**src/rtl/mult_unit.sv**
```systemverilog
// Iterative shift-add multiplier with HI/LO pair for mult/multu.
// One partial product per cycle; busy stalls the pipe while running.
module mult_unit #(
   parameter int WIDTH = 32
) (
   input  logic             clk,
   input  logic             rst_n,
   input  logic             start,
   input  logic             signed_op,
   input  logic [WIDTH-1:0] srca,
   input  logic [WIDTH-1:0] srcb,
   input  logic             mthi,
   input  logic             mtlo,
   input  logic             rd_hi,
   output logic [WIDTH-1:0] hilo_rd,
   output logic             busy,
   output logic             done,
   output logic [WIDTH-1:0] hi,
   output logic [WIDTH-1:0] lo
);

   localparam int CW = $clog2(WIDTH) + 1;
   localparam logic [CW-1:0] LAST = CW'(WIDTH - 1);

   typedef enum logic {
      IDLE,
      RUN
   } state_t;

   state_t state, nstate;

   logic [CW-1:0]      cnt;
   logic [2*WIDTH-1:0] mcand;
   logic [2*WIDTH-1:0] acc;
   logic [2*WIDTH-1:0] sum;
   logic [2*WIDTH-1:0] fin;
   logic [WIDTH-1:0]   mplier;
   logic [WIDTH-1:0]   abs_a;
   logic [WIDTH-1:0]   abs_b;
   logic               neg;
   logic               last;

   // Magnitudes: the most negative value maps onto itself, read as unsigned
   assign abs_a = (signed_op && srca[WIDTH-1]) ? ~srca + 1'b1 : srca;
   assign abs_b = (signed_op && srcb[WIDTH-1]) ? ~srcb + 1'b1 : srcb;

   assign sum  = acc + (mplier[0] ? mcand : '0);
   assign fin  = neg ? ~sum + 1'b1 : sum;
   assign last = (state == RUN) && (cnt == LAST);

   assign busy    = ((state == IDLE) && start) || (state == RUN);
   assign hilo_rd = rd_hi ? hi : lo;

   always_ff @(posedge clk or negedge rst_n) begin
      if (!rst_n) state <= IDLE;
      else        state <= nstate;
   end

   always_comb begin
      nstate = state;
      unique case (state)
         IDLE: if (start) nstate = RUN;
         RUN:  if (last)  nstate = IDLE;
         default: nstate = IDLE;
      endcase
   end

   always_ff @(posedge clk or negedge rst_n) begin
      if (!rst_n) begin
         cnt    <= '0;
         mcand  <= '0;
         mplier <= '0;
         acc    <= '0;
         neg    <= 1'b0;
         hi     <= '0;
         lo     <= '0;
         done   <= 1'b0;
      end else begin
         done <= 1'b0;
         unique case (state)
            IDLE: begin
               if (start) begin
                  mcand  <= {{WIDTH{1'b0}}, abs_a};
                  mplier <= abs_b;
                  acc    <= '0;
                  cnt    <= '0;
                  neg    <= signed_op & (srca[WIDTH-1] ^ srcb[WIDTH-1]);
               end else begin
                  if (mthi) hi <= srca;
                  if (mtlo) lo <= srca;
               end
            end
            RUN: begin
               acc    <= sum;
               mcand  <= mcand << 1;
               mplier <= mplier >> 1;
               cnt    <= cnt + 1'b1;
               if (last) begin
                  hi   <= fin[2*WIDTH-1:WIDTH];
                  lo   <= fin[WIDTH-1:0];
                  done <= 1'b1;
               end
            end
            default: ;
         endcase
      end
   end

endmodule

```
**config.mk**
```make
export PLATFORM = sky130hd
export DESIGN_NAME = mult_unit
export DESIGN_NICKNAME = d
export VERILOG_FILES = /design/src/rtl/mult_unit.sv
export SDC_FILE = /design/constraint.sdc
export NUM_CORES = 1
export LEC_CHECK = 0
export BUFFER_PORTS_ARGS = -buffer_cell sky130_fd_sc_hd__buf_2
export CAP_MARGIN = 20
export CORE_MARGIN = 8
export CORE_UTILIZATION = 54
export DETAILED_ROUTE_END_ITERATION = 8
export PLACE_DENSITY = 0.74
export SLEW_MARGIN = 20
export SYNTH_ARGS = -nofsm -noshare
export SYNTH_HDL_FRONTEND = slang
export SYNTH_SLANG_ARGS = --single-unit
```
**constraint.sdc**
```tcl
create_clock -name clk -period 5.3 [get_ports clk]
set_input_delay 0.265 -clock clk [delete_from_list [all_inputs] [get_ports clk]]
set_output_delay 0.265 -clock clk [all_outputs]
set_load 0.01 [all_outputs]
```
==> impl_metrics.toml, run 1 <==
[timing]
setup_ws_ps = 340
fmax_mhz = 202
hold_viol_final = 0
tightest_slew_ps = 1040
rsz0062_at_grt = "no"
timing.hold.ws_ps = 35.5
slew_headroom_pct = 30.7
fin_crit_sh_pct = 93.6
min_period_ps = 4960
slew_viol_final = 0
setup_viol = 0
skew_ps = 10.0
tns_ps = 0

[clock_tree]
clkLatencyLatePin_ps = 550
clk_pin_slew_ps = 60
h-tree-depth = 1
tritoncts = "yes"
cts-root-buf = "clkbuf_16"
cts_resized = 0
cts_buffers = 27
cts_buffer_depth = 3
cts_sinks = 233

[drt]
via_count = 17500
drc = 0
via_per_inst = 6.28
dr.pass1.iters = 5
wl_mm = 62.4
drt_first_iter_violations = 1773
ant_nets = 0
wl_per_cell_um = 22.4

[job]
max-cap-violations = 0

[placed_design]
place_area_um2 = 19100
placed_cells = 2737
gp_congestion = 0.960
hpwl_mm = 48.5
dpl_worst_slack_ps = 358
io_buffers = 168

[floorplanning]
die_h_um = 197
fp.dieW_um = 197
io_pins = 169
coreArea_um2 = 32300
dieArea_um2 = 38600
start_util_pct = 54.5
rows = 66

[outcome]
status = "complete, no violations"

[logic_synthesis]
synth_top_area_share_pct = 33.1
postSynthCellCount = 2177
synth_area_leaders = "dfrtp_1, o21ai_0, nand2_1"
synth_nets = 2316
synth_seq_area_share_pct = 33.1
ys_types = 94
synth_seq_cells = 233
yosysTopAreaCell = "dfrtp_1"
synth_warnings = 0
async_reset_ff_share_pct = 100
syn-cell-area_um2 = 17600
avgSynthCellArea_um2 = 8.09
synth_edf_count = 0
synthFlopType = "dfrtp_1"

[cells_and_area]
drive_above_1_share_pct = 16.3
final_cell_mix = "nand2_1, o21ai_0, dfrtp_1"
layout_commonest_cell = "nand2_1"
final_cell_area_um2 = 20000
instances_no_fill = 2786
area.growth.synth_to_final_pct = 13.5
nNetsFinal = 2464
num_antenna_cells = 0
area.sequential_um2 = 5830
multi_input_area_um2 = 11200
fill_cells = 2935

[global_routing]
grt_pass1_vias = 16700
grt_max_degree = 140
gr-total-overflow = 0
track_usage_pct = 31.5
antenna_found_initial = 3
grt_pass1_wl_mm = 96.6

[setup_path]
worst_setup_path_end_kind = "flip-flop"
cp_max_fo = 34
crit_required_ps = 5730
start_kind = "flip-flop"
cp_data_arrival_time_ps = 5390
crit_type = "reg -> reg"

[power_and_ir_drop]
ir_drop_mv = 0.435
power_density_nw_per_um2 = 525
leakage_nw = 8.92

[worst_hold_path]
hold_path.class = "in -> reg"
==> logic make-up after synthesis <==
| logic type | share of synthesized area, % |
|---|---|
| simple gates | 21.9 |
| mux | 3.02 |
| xor+xnor | 6.77 |
| buf+inv | 3.55 |
| compound gates | 26.7 |
| fa+ha+maj | 4.88 |
| flops | 33.1 |
==> final timing paths <==
path                           start         end  slack (ps)  depth (start not counted)
max                        mplier[0]      hi[26]         340                         18
min                         srcb[31]  mplier[31]          40                          3
max reg2reg                mplier[0]      hi[26]         340                         18
min reg2reg                mplier[2]   mplier[1]         480                          2
max in group asynchronous      rst_n  mplier[26]        3730                          3
min in group asynchronous      rst_n   mcand[62]         290                          2
==> registers in the layout, indices dropped and copies added, names as in the netlist <==
register and cells:
state 1, lo 32, neg 1, mcand 64, cnt 6, acc 64, mplier 32, done 1
hi 32
==> layer usage <==
metal	track usage (%)	part of all wire, %
met3	6.67	9.9
met4	8.79	2.7
met2	48.1	43
met5	0	0.066
met1	44.6	44
==> cell type report <==
cell class / count / area share (%)
inverters: 27 / 0.507
clock inverters: 10 / 0.420
clock buffers: 38 / 3.79
multi-input cells: 1788 / 55.9
repair buffers: 248 / 7.40
flip-flops and latches: 233 / 29.2
well taps: 442 / 2.77
==> synth_stat cells, types with 36 or more instances <==
master and count:
xnor2_1 49, clkbuf_1 99, nand2_1 307, a21oi_1 163, nor2_1 161, dfrtp_1 233
xor2_1 87, a22o_1 53, o21ai_0 265, ha_1 67, a21o_1 36, nand3_1 54
or3_1 45, and2_1 84
==> worst max-delay path, cell delays in order, from the launching register on <==
cell and delay (ps):
dfrtp_1 390, buf_12 190, and2_1 160, ha_1 170, inv_1 60, fa_1 390
nand2b_1 190, a21oi_2 140, o21ai_1 160, o21ai_1 580, o21ai_0 250, a221o_1 420
nor3_4 150, nor4b_4 320, nand4b_1 340, buf_4 280, o31ai_2 230, xnor2_1 90
a221o_1 290
==> where the power goes <==
group          total, mW  leakage [nW]  internal [mW]  switching, mW
Clock               1.80         0.412           1.04          0.761
Combinational       5.53          5.58           2.14           3.39
Sequential          3.16          2.93           2.52          0.648
==> stage by stage <==
step           utilization [%]  power (mW)
3_5_place_dp              59.3        8.59
5_1_grt                   61.9        11.2
2_1_floorplan                -        6.45
4_1_cts                   61.9        10.4
6_report                  61.9        10.5
3_3_place_gp              59.3        8.46
==> what timing repair did <==
item,4_1_cts,5_1_grt
endpoints found under the setup margin,0,0
hold endpoints to repair,94,0
setup buffers,0,0
hold buffers,1,0
Note: power is estimated with default switching activity, not from simulation.
==> run 2: changes to the inputs <==
clock period = 6.2 ns   (was 5.3 ns; I/O delays follow)
==> run 2 against run 1 <==
  * Register-to-register slack gained 520 ps
  * Clock-buffer cell count shrank 7
  * Flip-flop and latch count did not move
  * Largest cell class unchanged
==> impl_metrics.toml, run 2 (synthesis gave the netlist of run 1 again) <==
[outcome]
status = "complete, no violations"

[clock_tree]
cts_sinks = 233
cts_setup_buffers = 0
clk_pin_slew_ps = 60
h-tree-depth = 1
cts_buffers = 27
cts_resized = 0
cts_buffer_depth = 3
tritoncts = "yes"
clkLatencyLatePin_ps = 560
cts-root-buf = "clkbuf_16"

[setup_path]
critPathBufInv = 2
cp_common_cell = "xor2_1"
crit_type = "reg -> reg"
reg2regPathDepth = 17
cp_max_fo = 30
endpoint = "hi[22]"
path_delay_family = "simple AND/OR/NAND/NOR gates"
critical_path.cell_chain = "buf_4 > and2_1 > ha_1 > inv_1 > fa_1 > nand2b_1 > a21oi_2 > o211ai_1 > nand2_1 > xor2_1 > nor4_1 > nand3_1 > nor2_1 > nand4b_1 > o41ai_2 > xor2_1 > a21oi_1"
start_kind = "flip-flop"
r2r_end = "hi[22]"
cpMaxStageDelayCell = "nor4_1"
rr_startpoint = "mplier[0]"
reg2reg_slack_ps = 860
worst_setup_path_end_kind = "flip-flop"
crit_required_ps = 6590
slowest_delay_ps = 710
cp_data_arrival_time_ps = 5730
worstSetupStartpoint = "mplier[0]"
cp.depth = 17

[drt]
via_per_inst = 6.36
dr.pass1.iters = 5
ant_nets = 0
drt_first_iter_violations = 1764
drc = 0
wl_per_cell_um = 22.0
via_count = 17400
wl_mm = 60.3

[power_and_ir_drop]
power_density_nw_per_um2 = 456
ir_drop_mv = 0.226
leakage_nw = 8.74

[floorplanning]
coreArea_um2 = 32300
dieArea_um2 = 38600
start_util_pct = 54.5
die_h_um = 197
fp.dieW_um = 197
rows = 66
io_pins = 169

[global_routing]
grt_pass1_wl_mm = 93.9
track_usage_pct = 30.3
gr-total-overflow = 0
grt_max_degree = 119
antenna_found_initial = 2
grt_pass1_vias = 16300

[timing]
tns_ps = 0
rsz0062_at_grt = "no"
setup_viol = 0
min_period_ps = 5340
hold_viol_final = 0
tightest_slew_ps = 1150
slew_viol_final = 0
fin_crit_sh_pct = 86.1
fmax_mhz = 187
skew_ps = 16.9
slew_headroom_pct = 22.9

[cells_and_area]
nNetsFinal = 2417
area.growth.synth_to_final_pct = 12.1
fin_util_pct = 61.1
instances_no_fill = 2740
reg.largest.list = "acc x64, mcand x64"
layout_commonest_cell = "nand2_1"
drive_above_1_share_pct = 14.8
final_cell_mix = "nand2_1, o21ai_0, dfrtp_1"

[placed_design]
io_buffers = 168
hpwl_mm = 46.0
placed_cells = 2690
gp_congestion = 1.03

[worst_hold_path]
hold_path.class = "in -> reg"
min_path_cells = 3

[job]
max-cap-violations = 0
==> run 2: what timing repair did <==
action | 4_1_cts | 5_1_grt
hold buffers | 1 | 0
setup endpoints to repair | 0 | 0
hold endpoints to repair | 115 | 0
==> run 2: final cells by class <==
cell class,instances,area [um2]
inverter,27,101
fill,2909,12500
clock inverter,17,249
antenna,1,2.50
clock buffer,31,711
timing repair buffer,201,1110
sequential,233,5830
multi-input combinational,1788,11200
tap,442,553
==> run 2: layer usage <==
metal / vias up / GRT usage (%) / wire (um)
li1: 8108 / - / -
met2: 840 / 45.0 / 25400
met1: 8346 / 42.5 / 26200
met3: 122 / 8.00 / 6740
met5: - / 0 / 13
met4: 2 / 9.85 / 2050
==> run 2: worst reg2reg max path, delay by kind of cell, from the launching register on <==
family | cells | cell delay, ps
AOI/OAI and AO/OA | 4 | 1010
xor gates and xnor gates | 2 | 430
adders and majority gates | 2 | 540
buffers and inverters | 2 | 360
DFF | 1 | 370
and+or+nand+nor | 7 | 2470
==> run 2: how the worst min path moves through the flow <==
stage	startpoint	to
floorplan	rst_n	acc[0]
global placement	rst_n	mcand[63]
detailed placement	rst_n	acc[63]
CTS	srcb[31]	mplier[31]
global route	srcb[31]	mplier[31]
finish	srcb[31]	mplier[31]
==> run 2: power breakdown <==
group	total, mW	internal, mW	switching (mW)
clock network	1.76	1.07	0.683
logic	4.56	1.69	2.87
registers	2.68	2.15	0.532
==> run 2: stage by stage <==
stage	hold slack [ps]	power (mW)	setup WS, ps	area [um2]
after global placement	436	7.05	1100	18800
final	94.6	9.00	862	19700
after CTS	77.2	8.93	962	19700
after floorplan	14.4	5.51	1800	17600
after detailed placement	436	7.14	1030	18800
after global routing	115	9.55	529	19700
